--- src/rtl/rx_uart_if.sv ---
// Handshake/data bundle between the serial pin side and the rx_uart receiver.
// o_parity_err exists only when RX_UART_PARITY_EN is defined.
interface rx_uart_if #(
  parameter int DBIT = 8
);
  logic            i_rx;
  logic            i_s_tick;
  logic [DBIT-1:0] o_data;
  logic            o_rx_done_tick;
  logic            o_frame_err;
`ifdef RX_UART_PARITY_EN
  logic            o_parity_err;
`endif

  modport master (
    output i_rx,
    output i_s_tick,
    input  o_data,
    input  o_rx_done_tick,
    input  o_frame_err
`ifdef RX_UART_PARITY_EN
    , input o_parity_err
`endif
  );

  modport slave (
    input  i_rx,
    input  i_s_tick,
    output o_data,
    output o_rx_done_tick,
    output o_frame_err
`ifdef RX_UART_PARITY_EN
    , output o_parity_err
`endif
  );
endinterface

--- src/rtl/rx_uart.sv ---
// 16x-oversampled UART receiver: 1 start, DBIT data bits LSB first, optional parity, stop.
// Define RX_UART_PARITY_EN to add an even-parity bit and the o_parity_err flag.
module rx_uart #(
  parameter int DBIT     = 8,
  parameter int SB_TICK  = 16,
  parameter int NB_STATE = 3
) (
  input logic      i_clock,
  input logic      i_reset,
  rx_uart_if.slave bus
);
  localparam int NW = (DBIT > 1) ? $clog2(DBIT) : 1;
  localparam int SW = ($clog2(SB_TICK) > 4) ? $clog2(SB_TICK) : 4;
  localparam logic [SW-1:0] S_MID     = SW'(7);
  localparam logic [SW-1:0] S_LAST    = SW'(15);
  localparam logic [SW-1:0] S_STOPEND = SW'(SB_TICK - 1);
  localparam logic [NW-1:0] N_LAST    = NW'(DBIT - 1);

  typedef enum logic [NB_STATE-1:0] {
    S_IDLE   = NB_STATE'(0),
    S_START  = NB_STATE'(1),
    S_DATA   = NB_STATE'(2),
`ifdef RX_UART_PARITY_EN
    S_PARITY = NB_STATE'(3),
`endif
    S_STOP   = NB_STATE'(4)
  } state_t;

  state_t          r_state;
  logic            r_sync1, r_sync2, r_hist;
  logic [SW-1:0]   r_s_cnt;
  logic [NW-1:0]   r_n_cnt;
  logic [DBIT-1:0] r_shreg;
  logic [DBIT-1:0] r_data;
  logic            r_done;
  logic            r_frame_err;
`ifdef RX_UART_PARITY_EN
  logic            r_par;
  logic            r_parity_err;
`endif
  logic            w_fall;

  // Only a high-to-low transition starts a frame; a line stuck low stays idle.
  assign w_fall = r_hist & ~r_sync2;

  always_ff @(posedge i_clock or negedge i_reset) begin
    if (!i_reset) begin
      r_state     <= S_IDLE;
      r_sync1     <= 1'b1;
      r_sync2     <= 1'b1;
      r_hist      <= 1'b1;
      r_s_cnt     <= '0;
      r_n_cnt     <= '0;
      r_shreg     <= '0;
      r_data      <= '0;
      r_done      <= 1'b0;
      r_frame_err <= 1'b0;
`ifdef RX_UART_PARITY_EN
      r_par        <= 1'b0;
      r_parity_err <= 1'b0;
`endif
    end else begin
      r_sync1 <= bus.i_rx;
      r_sync2 <= r_sync1;
      r_hist  <= r_sync2;
      r_done  <= 1'b0;
      case (r_state)
        S_IDLE: begin
          if (w_fall) begin
            r_state <= S_START;
            r_s_cnt <= '0;
          end
        end
        S_START: begin
          if (bus.i_s_tick) begin
            if (r_s_cnt == S_MID) begin
              r_s_cnt <= '0;
              r_n_cnt <= '0;
              r_state <= r_sync2 ? S_IDLE : S_DATA;
            end else begin
              r_s_cnt <= r_s_cnt + SW'(1);
            end
          end
        end
        S_DATA: begin
          if (bus.i_s_tick) begin
            if (r_s_cnt == S_LAST) begin
              r_s_cnt <= '0;
              r_shreg <= {r_sync2, r_shreg[DBIT-1:1]};
              if (r_n_cnt == N_LAST) begin
`ifdef RX_UART_PARITY_EN
                r_state <= S_PARITY;
`else
                r_state <= S_STOP;
`endif
              end else begin
                r_n_cnt <= r_n_cnt + NW'(1);
              end
            end else begin
              r_s_cnt <= r_s_cnt + SW'(1);
            end
          end
        end
`ifdef RX_UART_PARITY_EN
        S_PARITY: begin
          if (bus.i_s_tick) begin
            if (r_s_cnt == S_LAST) begin
              r_par   <= r_sync2;
              r_s_cnt <= '0;
              r_state <= S_STOP;
            end else begin
              r_s_cnt <= r_s_cnt + SW'(1);
            end
          end
        end
`endif
        S_STOP: begin
          if (bus.i_s_tick) begin
            if (r_s_cnt == S_STOPEND) begin
              // Data is delivered even on a framing error; the flag tells the consumer.
              r_data      <= r_shreg;
              r_frame_err <= ~r_sync2;
`ifdef RX_UART_PARITY_EN
              r_parity_err <= (^r_shreg) ^ r_par;
`endif
              r_done      <= 1'b1;
              r_state     <= S_IDLE;
            end else begin
              r_s_cnt <= r_s_cnt + SW'(1);
            end
          end
        end
        default: r_state <= S_IDLE;
      endcase
    end
  end

  assign bus.o_data         = r_data;
  assign bus.o_rx_done_tick = r_done;
  assign bus.o_frame_err    = r_frame_err;
`ifdef RX_UART_PARITY_EN
  assign bus.o_parity_err   = r_parity_err;
`endif
endmodule
--- src/flat_wrapper.sv ---
// flat-port wrapper written by rule: the top's interface ports become plain ports
module rx_uart_flat 
#(
  parameter int DBIT     = 8,
  parameter int SB_TICK  = 16,
  parameter int NB_STATE = 3
)
  (i_clock, i_reset, bus_i_rx, bus_i_s_tick, bus_o_data, bus_o_rx_done_tick, bus_o_frame_err);
  rx_uart_if #(.DBIT(DBIT)) bus_i ();
  input logic i_clock;
  input logic i_reset;
  input wire logic [$bits(bus_i.i_rx)-1:0] bus_i_rx;
  input wire logic [$bits(bus_i.i_s_tick)-1:0] bus_i_s_tick;
  output wire logic [$bits(bus_i.o_data)-1:0] bus_o_data;
  output wire logic [$bits(bus_i.o_rx_done_tick)-1:0] bus_o_rx_done_tick;
  output wire logic [$bits(bus_i.o_frame_err)-1:0] bus_o_frame_err;
  assign bus_i.i_rx = bus_i_rx;
  assign bus_i.i_s_tick = bus_i_s_tick;
  assign bus_o_data = bus_i.o_data;
  assign bus_o_rx_done_tick = bus_i.o_rx_done_tick;
  assign bus_o_frame_err = bus_i.o_frame_err;
  rx_uart #(.DBIT(DBIT), .SB_TICK(SB_TICK), .NB_STATE(NB_STATE)) u_core (.i_clock(i_clock), .i_reset(i_reset), .bus(bus_i));
endmodule
--- config.mk ---
export PLATFORM = sky130hd
export DESIGN_NAME = rx_uart_flat
export DESIGN_NICKNAME = d
export VERILOG_FILES = /design/src/rtl/rx_uart_if.sv /design/src/rtl/rx_uart.sv /design/src/flat_wrapper.sv
export SDC_FILE = /design/constraint.sdc
export NUM_CORES = 1
export LEC_CHECK = 0
export ABC_AREA = 1
export BUFFER_PORTS_ARGS = -buffer_cell sky130_fd_sc_hd__buf_2
export CORE_MARGIN = 3
export CORE_UTILIZATION = 30
export DETAILED_ROUTE_END_ITERATION = 8
export SYNTH_ARGS = -nofsm -noshare
export SYNTH_HDL_FRONTEND = slang
export SYNTH_SLANG_ARGS = --single-unit
--- constraint.sdc ---
create_clock -name i_clock -period 1.4 [get_ports i_clock]
set_input_delay 0.14 -clock i_clock [delete_from_list [all_inputs] [get_ports i_clock]]
set_output_delay 0.14 -clock i_clock [all_outputs]
set_load 0.01 [all_outputs]
==> flow_metrics.py <==
metrics = {
    "timing": {
        "rsz0062_at_grt": "yes",
        "finalHoldViolations": 0,
        "min_period_ns": 1.38,
        "relSlewSlack": 0.736,
        "timing.final.crit_share": 0.986,
        "report.final.slew_viol_count": 0,
        "worst_pin_slew_ns": 0.396,
        "skew_ns": 0.00931,
        "finalSetupTns_ns": 0,
        "hold_slack_ns": 0.357,
        "setup_violations": 0,
        "fmax_ghz": 0.724,
    },
    "synthesis": {
        "synth_cells": 183,
        "ys_warn_count": 0,
        "yosysTopAreaCellShare": 0.436,
        "syn_area_um2": 1610,
        "synth-seq-area-share": 0.486,
        "synth_seq_cells": 31,
        "ys_top_cells_by_area": "dfrtp_1 44%, nand2_1 13%, o21ai_2 7.6%, nand3_1 5.9%, dfstp_2 4.9%",
        "synth.avg_cell_area_um2": 8.77,
        "synthDistinctLibCells": 19,
        "synth_nets": 190,
        "synth_top_area_cell": "dfrtp_1",
    },
    "worst_hold_path": {
        "hp-start": "u_core.r_sync1$_DFF_PN1_",
        "worstHoldPathType": "flop to flop",
        "holdPathStages": 0,
        "whs_endpoint": "u_core.r_sync2$_DFF_PN1_",
    },
    "critical_path": {
        "crit_required_ns": 1.58,
        "crit_fanout": 4,
        "worstReg2RegStart": "u_core.r_s_cnt[0]$_DFFE_PN0P_",
        "worstPathArrival_ns": 1.56,
        "path_cells": "ha_4, nand2_2, nor2_2, inv_2, nand2_4, nand2_4, nor2_4, nand2_2, nand2_1, nand2_1",
        "r2r-end": "u_core.r_state[0]$_DFFE_PN0P_",
        "worst-r2r-setup-slack_ns": 0.02,
        "slowest_stage": "dfrtp_1",
        "end_kind": "flop",
        "cp-startpoint": "u_core.r_s_cnt[0]$_DFFE_PN0P_",
        "setup.worst_path.class": "flop to flop",
        "crit_path_max_incr_delay_ns": 0.39,
        "r2r_cells": 10,
        "start_kind": "flop",
    },
    "final_layout": {
        "final_nets": 227,
        "layout_commonest_cell": "nand2_1",
        "drive_gt1_frac": 0.416,
        "area_delta_synth_final_pct": 29.2,
        "antenna_cells": 0,
        "final_util": 0.420,
        "final_cell_mix": "52 x nand2_1, 27 x dfrtp_1, 19 x inv_1",
        "stdcell_area_um2": 2070,
    },
    "die": {
        "die_x_um": 79.2,
        "initial_utilization": 0.325,
        "die_h_um": 79.2,
        "placementRows": 25,
        "ios": 14,
        "core_um2": 4940,
        "dieArea_um2": 6260,
    },
    "global_route": {
        "antenna_found_initial": 0,
        "grt_pass1_vias": 1201,
        "grt-ovfl-total": 0,
        "grt_pass1_wl_um": 5440,
        "grt_max_degree": 32,
        "grt_util_all_layers": 0.110,
    },
    "clocking": {
        "cts_tree": "built",
        "htreeDepth": 2,
        "numCtsBuffers": 5,
        "cts_sinks": 31,
        "cts_buffer_depth": 2,
        "insertion_delay_ns": 0.29,
        "cts-root-buf": "clkbuf_8",
        "clk_pin_slew_ns": 0.07,
    },
    "power_and_ir_drop": {
        "ir_drop_uv": 640,
        "power.total_mw": 3.38,
        "power_density_nw_per_um2": 1630,
        "p_leak_nw": 1.06,
    },
    "route": {
        "vias": 1291,
        "drc": 0,
        "drtIter0Drc": 48,
        "drtAntennaViolNets": 0,
        "totalWireLength_um": 3240,
        "detail_route.wl_per_cell_um": 11.2,
        "first_pass_iters": 4,
        "viasPerCell": 4.48,
    },
    "placement": {
        "hpwl_um": 2140,
        "io_buffers": 13,
        "gpl.final_weighted_congestion": 0.819,
        "placed_cell_area_um2": 1800,
    },
    "flow_run": {
        "maxCapViolCount": 0,
    },
    "outcome": {
        "outcome": "finished, final reports clean",
    },
}
## sequential cells by signal (all words and copies together) (netlist names)
name,flops
u_core.bus.o_data,8
u_core.r_shreg,8
u_core.r_s_cnt,4
u_core.r_n_cnt,3
u_core.r_state,3
u_core.bus.o_frame_err,1
u_core.bus.o_rx_done_tick,1
u_core.r_hist,1
u_core.r_sync1,1
u_core.r_sync2,1
## per-stage QoR
step                      setup slack, ns  cells
after floorplan                    0.0451    183
after global placement             0.0200    270
after detailed placement          -0.0489    270
after CTS                         0.00178    281
after global routing              -0.0552    288
final                              0.0194    288
## logic make-up (layout without fill, tap and decap cells)
| kind of cell | count (synthesis) | count (layout) | share of synthesized area |
|---|---|---|---|
| AOI/OAI and AO/OA | 17 | 17 | 0.0865 |
| xor gates and xnor gates | 2 | 2 | 0.0109 |
| adders and majority gates | 3 | 3 | 0.0234 |
| buffers and inverters | 27 | 65 | 0.0725 |
| DFF | 31 | 31 | 0.486 |
| and+or+nand+nor | 103 | 103 | 0.321 |
## area by class of cell
type / count / area, µm²
clock buffer: 6 / 72.6
fill: 509 / 2870
tap: 67 / 83.8
inverter: 25 / 101
sequential: 31 / 781
multi-input combinational: 125 / 811
timing repair buffer: 32 / 213
clock inverter: 2 / 12.5
## worst max-delay path, delay by kind of cell (launching register included)
| kind | cells | cell delay [ns] |
|---|---|---|
| and+or+nand+nor | 8 | 0.64 |
| buffers and inverters | 1 | 0.06 |
| adders and majority gates | 1 | 0.18 |
| DFF | 1 | 0.39 |
## per-layer routing
metal | global-route usage | up-vias | part of all wire
li1 | - | 651 | -
met5 | 0 | - | 0
met4 | 0.0464 | 0 | 0.019
met2 | 0.173 | 16 | 0.47
met3 | 0.0272 | 8 | 0.030
met1 | 0.146 | 616 | 0.48
## repair_timing
| action | in CTS | in global routing |
|---|---|---|
| pin swaps | 2 | 10 |
| gates cloned | 0 | 0 |
| hold endpoints to repair | 29 | 0 |
| setup buffers | 1 | 7 |
| resized for setup | 4 | 23 |
| hold buffers | 2 | 0 |
| endpoints found under the setup margin | 4 | 27 |
## worst max-delay path by stage
stage / end / slack [ns] / depth (start not counted)
after floorplan: u_core.bus.o_data[2]$_DFFE_PN0P_ / 0.05 / 7
after detailed placement: u_core.r_state[0]$_DFFE_PN0P_ / -0.05 / 8
after CTS: u_core.r_state[0]$_DFFE_PN0P_ / 0.002 / 10
after global placement: u_core.r_state[0]$_DFFE_PN0P_ / 0.02 / 8
after global routing: u_core.r_state[0]$_DFFE_PN0P_ / -0.06 / 10
final: u_core.r_state[0]$_DFFE_PN0P_ / 0.02 / 10
## Yosys cell counts
master	number
nand4_1	3
inv_2	4
o21ai_1	2
buf_6	2
o21ai_2	14
xnor2_1	2
dfrtp_1	28
nor2_1	4
ha_1	3
nand2_1	55
nand2_2	10
nand3_2	2
nor2_2	3
nand2_4	3
nand3_1	19
nor2_4	4
dfstp_2	3
a31oi_1	1
inv_1	21
## power breakdown
group	switching, mW	leakage [nW]	internal [mW]	total, mW
Clock	0.356	0.0412	0.347	0.703
Combinational	0.937	0.603	0.626	1.56
Sequential	0.115	0.417	0.996	1.11
Total	1.41	1.06	1.97	3.38
No activity file was read; power rests on OpenSTA's default activity.
